$ cat config.mk
export PLATFORM = sky130hd
export DESIGN_NAME = fp_div_seq
export DESIGN_NICKNAME = d
export VERILOG_FILES = /design/src/rtl/fp_div_seq.sv
export SDC_FILE = /design/constraint.sdc
export NUM_CORES = 1
export LEC_CHECK = 0
export BUFFER_PORTS_ARGS = -buffer_cell sky130_fd_sc_hd__buf_2
export CAP_MARGIN = 10
export CORE_MARGIN = 3
export CORE_UTILIZATION = 50
export DETAILED_ROUTE_END_ITERATION = 8
export HOLD_SLACK_MARGIN = 0.02
export MAX_ROUTING_LAYER = met4
export PLACE_DENSITY = 0.71
export SLEW_MARGIN = 10
export SYNTH_ARGS = -nofsm -noshare
export SYNTH_HDL_FRONTEND = slang
export SYNTH_SLANG_ARGS = --single-unit
$ cat constraint.sdc
create_clock -name clk -period 3.8 [get_ports clk]
set_input_delay 0.76 -clock clk [delete_from_list [all_inputs] [get_ports clk]]
set_output_delay 0.76 -clock clk [all_outputs]
set_load 0.02 [all_outputs]
$ cat src/rtl/fp_div_seq.sv
// fp_div_seq: sequential IEEE-754 single-precision divider.
// Restoring mantissa division, 25 quotient bits, truncating rounding,
// denormal operands flushed to zero. Fixed 26-cycle latency for all
// operand classes; ready/valid handshake on both sides.
module fp_div_seq (
  input  logic        clk,
  input  logic        rst_n,
  input  logic [31:0] data_iA,
  input  logic [31:0] data_iB,
  input  logic        Valid_In,
  output logic        Ready,
  output logic [31:0] data_o,
  output logic        Valid_Out
);

  localparam logic [1:0] IDLE = 2'd0;
  localparam logic [1:0] DIV  = 2'd1;
  localparam logic [1:0] NORM = 2'd2;

  // Special-case codes captured at accept so NORM can substitute the result.
  localparam logic [1:0] SP_NONE = 2'd0;
  localparam logic [1:0] SP_NAN  = 2'd1;
  localparam logic [1:0] SP_INF  = 2'd2;
  localparam logic [1:0] SP_ZERO = 2'd3;

  localparam logic [4:0] LAST_ITER = 5'd24;

  logic [1:0]         state;
  logic               signQ;
  logic signed [9:0]  expQ;
  logic [25:0]        rem;
  logic [23:0]        dvsr;
  logic [24:0]        quo;
  logic [4:0]         iter;
  logic [1:0]         spCode;

  logic               remGeq;
  logic [25:0]        remSub;
  logic signed [9:0]  expAdj;
  logic [22:0]        manAdj;
  logic signed [9:0]  expInit;

  // Special cases in priority order: NaN/inf operand, zero divisor, zero dividend.
  function automatic logic [1:0] classify(input logic [7:0] expA, input logic [7:0] expB);
    if (expA == 8'hFF || expB == 8'hFF) return SP_NAN;
    else if (expB == 8'h00)             return SP_INF;
    else if (expA == 8'h00)             return SP_ZERO;
    else                                return SP_NONE;
  endfunction

  // Final result assembly with exponent saturation to infinity or signed zero.
  function automatic logic [31:0] packResult(input logic sgn, input logic signed [9:0] e,
                                             input logic [22:0] man, input logic [1:0] code);
    case (code)
      SP_NAN:  return 32'h7FC0_0000;
      SP_INF:  return {sgn, 8'hFF, 23'd0};
      SP_ZERO: return {sgn, 31'd0};
      default: begin
        if (e >= 10'sd255)     return {sgn, 8'hFF, 23'd0};
        else if (e <= 10'sd0)  return {sgn, 31'd0};
        else                   return {sgn, e[7:0], man};
      end
    endcase
  endfunction

  assign Ready = (state == IDLE);

  // One restoring-division step plus normalisation of the finished quotient.
  always_comb begin
    remGeq  = (rem >= {2'b00, dvsr});
    remSub  = rem - {2'b00, dvsr};
    expAdj  = quo[24] ? expQ : (expQ - 10'sd1);
    manAdj  = quo[24] ? quo[23:1] : quo[22:0];
    expInit = $signed({2'b00, data_iA[30:23]}) - $signed({2'b00, data_iB[30:23]}) + 10'sd127;
  end

  // Control FSM and datapath registers: accept, iterate, normalise/emit.
  always_ff @(posedge clk or negedge rst_n) begin
    if (!rst_n) begin
      state     <= IDLE;
      signQ     <= 1'b0;
      expQ      <= '0;
      rem       <= '0;
      dvsr      <= '0;
      quo       <= '0;
      iter      <= '0;
      spCode    <= SP_NONE;
      data_o    <= '0;
      Valid_Out <= 1'b0;
    end else begin
      Valid_Out <= 1'b0;
      case (state)
        IDLE: begin
          if (Valid_In) begin
            signQ  <= data_iA[31] ^ data_iB[31];
            expQ   <= expInit;
            rem    <= {2'b01, data_iA[22:0]};
            dvsr   <= {1'b1, data_iB[22:0]};
            quo    <= '0;
            iter   <= '0;
            spCode <= classify(data_iA[30:23], data_iB[30:23]);
            state  <= DIV;
          end
        end
        DIV: begin
          if (remGeq) begin
            quo <= {quo[23:0], 1'b1};
            rem <= remSub << 1;
          end else begin
            quo <= {quo[23:0], 1'b0};
            rem <= rem << 1;
          end
          iter <= iter + 5'd1;
          if (iter == LAST_ITER) state <= NORM;
        end
        NORM: begin
          data_o    <= packResult(signQ, expAdj, manAdj, spCode);
          Valid_Out <= 1'b1;
          state     <= IDLE;
        end
        default: state <= IDLE;
      endcase
    end
  end

endmodule
### Yosys cells after proc, flatten, opt, wreduce, memory -nomap -nowiden

Cells that the tools add are included.

| cells by class | value |
|---|---|
| $add $sub $neg | 5 |
| order comparisons | 3 |
| eq/ne operators | 10 |
| multiplexer cells | 20 |
| bitwise logic cells | 1 |
| reduce and logical (&&, ||, !) cells | 8 |

Operators with widths:

| operator | count |
|---|---|
| $pmux W32 S3 | 1 |
| $mux W31 | 2 |
| $mux W26 | 2 |
| $pmux W26 S2 | 1 |
| $pmux W25 S2 | 1 |
| $ge A26 B24 Y1 | 1 |
| $mux W25 | 1 |
| $sub A25 B24 Y25 | 1 |
| $mux W23 | 1 |
| $eq A8 B8 Y1 const B | 2 |
| $logic_not A8 Y1 | 2 |
| $add A9 B8 Y10 const B | 1 |
| $ge A10 B9 Y1 const B | 1 |
| $le A10 B1 Y1 const B | 1 |
| $mux W10 | 1 |
| $mux W2 | 5 |
| $pmux W5 S2 | 1 |
| $sub A10 B2 Y10 const B | 1 |
| $sub A8 B8 Y9 | 1 |
| $eq A2 B2 Y1 const B | 3 |
| $reduce_and A2 Y1 | 3 |
| $add A5 B1 Y5 const B | 1 |
| $eq A5 B5 Y1 const B | 1 |
| $mux W5 | 1 |
| other kinds (8) | 11 |

| word-level totals | value |
|---|---|
| flip-flop bits (word level) | 128 |
| input bits | 67 |
| logic and storage cells | 57 |

### Logic depth before layout (Yosys ltp)

| logic depth | value |
|---|---|
| depth after elaboration | 6 |
| gate-level depth with buffers | 13 |
| mapped depth without buffers | 12 |

### Least setup slack after synthesis

No wires, ideal clock.

| timing | value |
|---|---|
| path type | flip-flop to flip-flop |
| from | register rem[0] |
| to | register rem[11] |
| library setup time | 0.137 ns |
| arrival | 2.831 ns |
| required time | 3.663 ns |
| setup slack | 0.832 ns |
| stages on the path, launching flop included | 14 |
| buffers on the path | 2 |
| period minus slack after synthesis | 2.968 ns |
| path through | dfrtp_1 -> inv_1 -> ha_1 -> fa_1 -> nand2b_1 -> a21oi_1 -> o21ai_0 -> o21ai_0 -> a21o_1 -> a311o_1 -> clkbuf_1 -> buf_2 -> mux2i_1 -> a21oi_1 |

| between the ends | value |
|---|---|
| word-level cells in the longest chain between the ends | 3 |
| elaborated cells on any way between the ends | 4 |
| classes of those cells | add/sub: 1; order compare: 1; mux: 2 |

RTL lines:

| what | RTL line | source |
|---|---|---|
| from (decl) | 31 | `logic [25:0] rem;` |
| from (signal assigned) | 97 | `rem <= {2'b01, data_iA[22:0]};` |
| from (signal assigned) | 108 | `rem <= remSub << 1;` |
| from (signal assigned) | 111 | `rem <= rem << 1;` |
| $sub A25 B24 Y25 or $ge A26 B24 Y1 (tied branches) | 71, 70 |  |
| $mux W26 (*) | 106 | `if (remGeq) begin` |
| $pmux W26 S2 (*) | 92 | `case (state)` |

Every way passes the cells marked *; elsewhere a longest branch is shown, timed or not.
A chain may end at the register's enable or synchronous reset.

### Worst setup path after layout

| timing | value |
|---|---|
| from | register rem[0] |
| to | register rem[8] |

The elaborated chain is that of the path after synthesis.

==> out/results.env <==
SLEW_VIOLATIONS=0
HOLD_VIOL_FINAL=0
DR.PASS1.ITERS=4
ANTENNA_VIOLATING_NETS_POST_ROUTE=0
CTS_INSERTED_BUFFERS=17
CP_DATA_ARRIVAL_TIME_NS=3.36
POSTSYNTH.TOPFLOPCELL='dfrtp_1'
WORST-PATH-MAX-FANOUT=23
CTS_POST_SETUP_BUFFERS_INSERTED=0
DIEWIDTH_UM=130
ROWS=44
SETUP_TNS_NS=0
CRIT_SLOWEST_CELL='fa_1'
YOSYS_REGISTER_BITS=128
REPORT.POWER.TOTAL_mW=8.39
ANTENNA_FOUND_INITIAL=0
FIRST_ITER_VIOLATIONS=403
POST_CTS_RESIZE_COUNT=0
GLOBALROUTETOTALUTIL_PCT=21.5
FP.COREAREA_SQ_MM=0.0148
H-TREE-DEPTH=4
TIMING.SLEW.HEADROOM_PCT=30.0
DP.FINAL_HPWL_UM=12000
ROUTEDWLPERCELL_UM=14.9
PERIOD_NEEDED_NS=3.09
SETUP.WORST_PATH.CLASS='reg2reg'
REPORT.FINAL.SETUP_VIOL=0
POWER.DENSITY_CELL_AREA_mW_PER_MM2=939
CLK_LATENCY_NS=0.42
SYNTH-ASYNC-RESET-RATIO_PCT=100
CLKSLEWWORSTSETUPHOLDPATHS_NS=0.06
POST_SYNTH_NUM_CELL_TYPES=66
POSTROUTEWIRELENGTH_UM=17300
AVGVIACOUNTPERCELL=5.63
CRIT_REQUIRED_NS=4.08
VIAS_IN_THE_FIRST_GLOBAL_ROUTE=6163
SYN-NUM-NETS=988
STATUS='finished, final reports clean'
GRT_FIRST_PASS_WIRELENGTH_UM=28700
MAX-CLOCK-PATH-BUFFERS=2
SKEW_NS=0.00777
NETS=1071
RSZ_0062_RAISED_AFTER_GLOBAL_ROUTING='false'
CHIPHEIGHT_UM=130
DESIGN.DIE.AREA_SQ_MM=0.0170
CELL_DEPTH_OF_THE_WORST_FLOP_TO_FLOP_PATH=13
SYNTH-EDFF-COUNT=0
WORSTSETUPSTARTPOINTTYPE='flip-flop'
POST-ROUTE-DRC-COUNT=0
NETLIST_AREA_SQ_MM=0.00772
IO_PINS=101
NUMPORTBUFFERS=100
POST-ROUTE-PERIOD-UTIL_PCT=81.3
CRITICAL_PATH.ENDPOINT_TYPE='flip-flop'
STATIC-LEAKAGE-POWER_nW=4.16
SYNTH.MOST_COMMON_CELL='nand2_1'
LAYOUT-DRIVE-GT1-SHARE_PCT=16.0
SYNTH_SEQUENTIAL_AREA_RATIO_PCT=41.5
DR_TOTAL_VIAS=6528
YS_TOP_CELLS_BY_AREA='dfrtp_1 41%, nand2_1 7.3%, o21ai_0 7.3%'
CRIT_CHAIN='inv_1 > ha_1 > fa_1 > nand2b_1 > a21oi_1 > o21ai_0 > o21ai_0 > buf_4 > a21o_1 > a311o_1 > buf_4 > mux2i_1 > a21oi_1'
TIGHTESTPINTRANSITION_NS=1.05
CTS.ROOT.BUFFER_CELL='clkbuf_16'
MAXCAPVIOLATIONS=0
AREAGROWTHSYNTHTOFINISH_PCT=15.6
TOP_CELL_TYPES_BY_OCCURRENCE_AFTER_SYNTHESIS='151 x nand2_1, 128 x dfrtp_1, 113 x o21ai_0'
INITIAL_CORE_UTIL_PCT=52.1
YOSYSTOPAREACELLSHARE_PCT=41.5
WORST_IR_DROP_VDD_V=0.000544
NUMBER_OF_INSTANCES_IN_THE_SYNTHESIZED_NETLIST=879
OVERFLOW=0
SYNTH.LARGEST_AREA_CELL='dfrtp_1'
MAX_STAGE_DELAY_NS=0.40
GP_CONGESTION=0.900
YOSYSWARNINGS=0
FILLCELL_TOTAL=1324
SYNTH.AVG_CELL_AREA_SQ_UM=8.78
MULTI_INPUT_COMB_AREA_SQ_MM=0.00413
POST_CTS_HOLD_BUFFER_COUNT=0
HOLDCRITPATHCLASS='in2async'
FF2FF_SETUP_SLACK_NS=0.71
FMAXACHIEVABLE_MHz=324
CLKSINKCOUNT=128
AREA.SEQUENTIAL_SQ_MM=0.00320
GRT_MAX_DEGREE=87
MINIMUM_HOLD_SLACK_NS=0.325
N_ANTENNA_CELL=0
TRITONCTS='yes'
where the power goes:
group	total [mW]	leakage [nW]	internal [mW]	switching [mW]
clock	1.54	0.262	0.914	0.626
combinational	4.56	2.27	1.96	2.60
sequential	2.28	1.62	1.89	0.397
flip-flops by register name, indices dropped and copies added, names as in the netlist:
register and count:
quo 25, Valid_Out 1, spCode 2, signQ 1, state 2, expQ 10, data_o 32, rem 26
dvsr 24, iter 5
worst max-delay path, delay by kind of cell, from the launching register on:
kind | cells | cell delay, ns
buffers and inverters | 3 | 0.51
adders and majority gates | 2 | 0.63
AOI/OAI and AO/OA | 6 | 1.05
muxes | 1 | 0.23
and+or+nand+nor | 1 | 0.17
DFF | 1 | 0.34
through the flow:
stage	std cells	cell area [sq um]	utilization [%]	worst slack (ns)
floorplan	879	7720	-	0.832
global placement	1127	8370	56.5	0.788
detailed placement	1127	8370	56.5	0.724
CTS	1159	8930	60.3	0.715
global route	1159	8930	60.3	0.361
finish	1159	8930	60.3	0.712
cells in the final DEF, fill, tap and decap left out, drive strengths merged, types with 8 or more instances in the layout:
cell,synthesis,routed
nand3,17,17
nor3,20,20
a221o,10,10
o21a,9,9
a21oi,39,39
nor4,15,15
a31oi,9,9
ha,40,40
nor2b,8,8
or3,16,16
nand2b,10,10
and3,10,10
nand2,151,151
dfrtp,128,128
clkbuf,39,19
xnor2,22,22
a21o,10,10
xor2,11,11
buf,8,111
o21ai,115,115
mux2i,39,39
nor2,23,23
inv,52,54
path summary, 6_finish.rpt:
check / from / to
setup reg to reg: rem[0] / rem[8]
hold reg to reg: dvsr[23] / dvsr[23]
max in group asynchronous: rst_n / rem[19]
hold / removal: rst_n / spCode[0]
min in group clk: dvsr[23] / dvsr[23]
setup / recovery: rem[0] / rem[8]
routing by layer:
layer  vias up  global-route usage, %  share of wire [%]
met5         -                      -                  0
met4         0                   5.07               0.88
met3        14                   4.63                4.6
met2       137                   34.5                 47
met1      3101                   28.1                 48
li1       3276                      -                  -
logic make-up (layout without fill, tap and decap cells):
logic type / count (synthesis) / count (layout) / synth area share [%]
buffers and inverters: 99 / 195 / 5.14
flip-flops: 128 / 128 / 41.5
multiplexers: 39 / 39 / 5.06
AND/OR/NAND/NOR: 299 / 299 / 18.8
AO/OA/AOI/OAI: 239 / 239 / 18.8
XOR/XNOR: 33 / 33 / 3.74
adder cells (fa/ha/maj): 42 / 42 / 7.00
area by class of cell:
class                           count  share of cell area (%)
Timing Repair Buffer              111                    6.84
Clock inverter                     13                    1.28
Multi-Input combinational cell    652                    46.3
Clock buffer                       19                    4.96
Inverter                           52                    2.19
Sequential cell                   128                    35.9
Tap cell                          184                    2.58
Power figures use the tool's default switching activity.
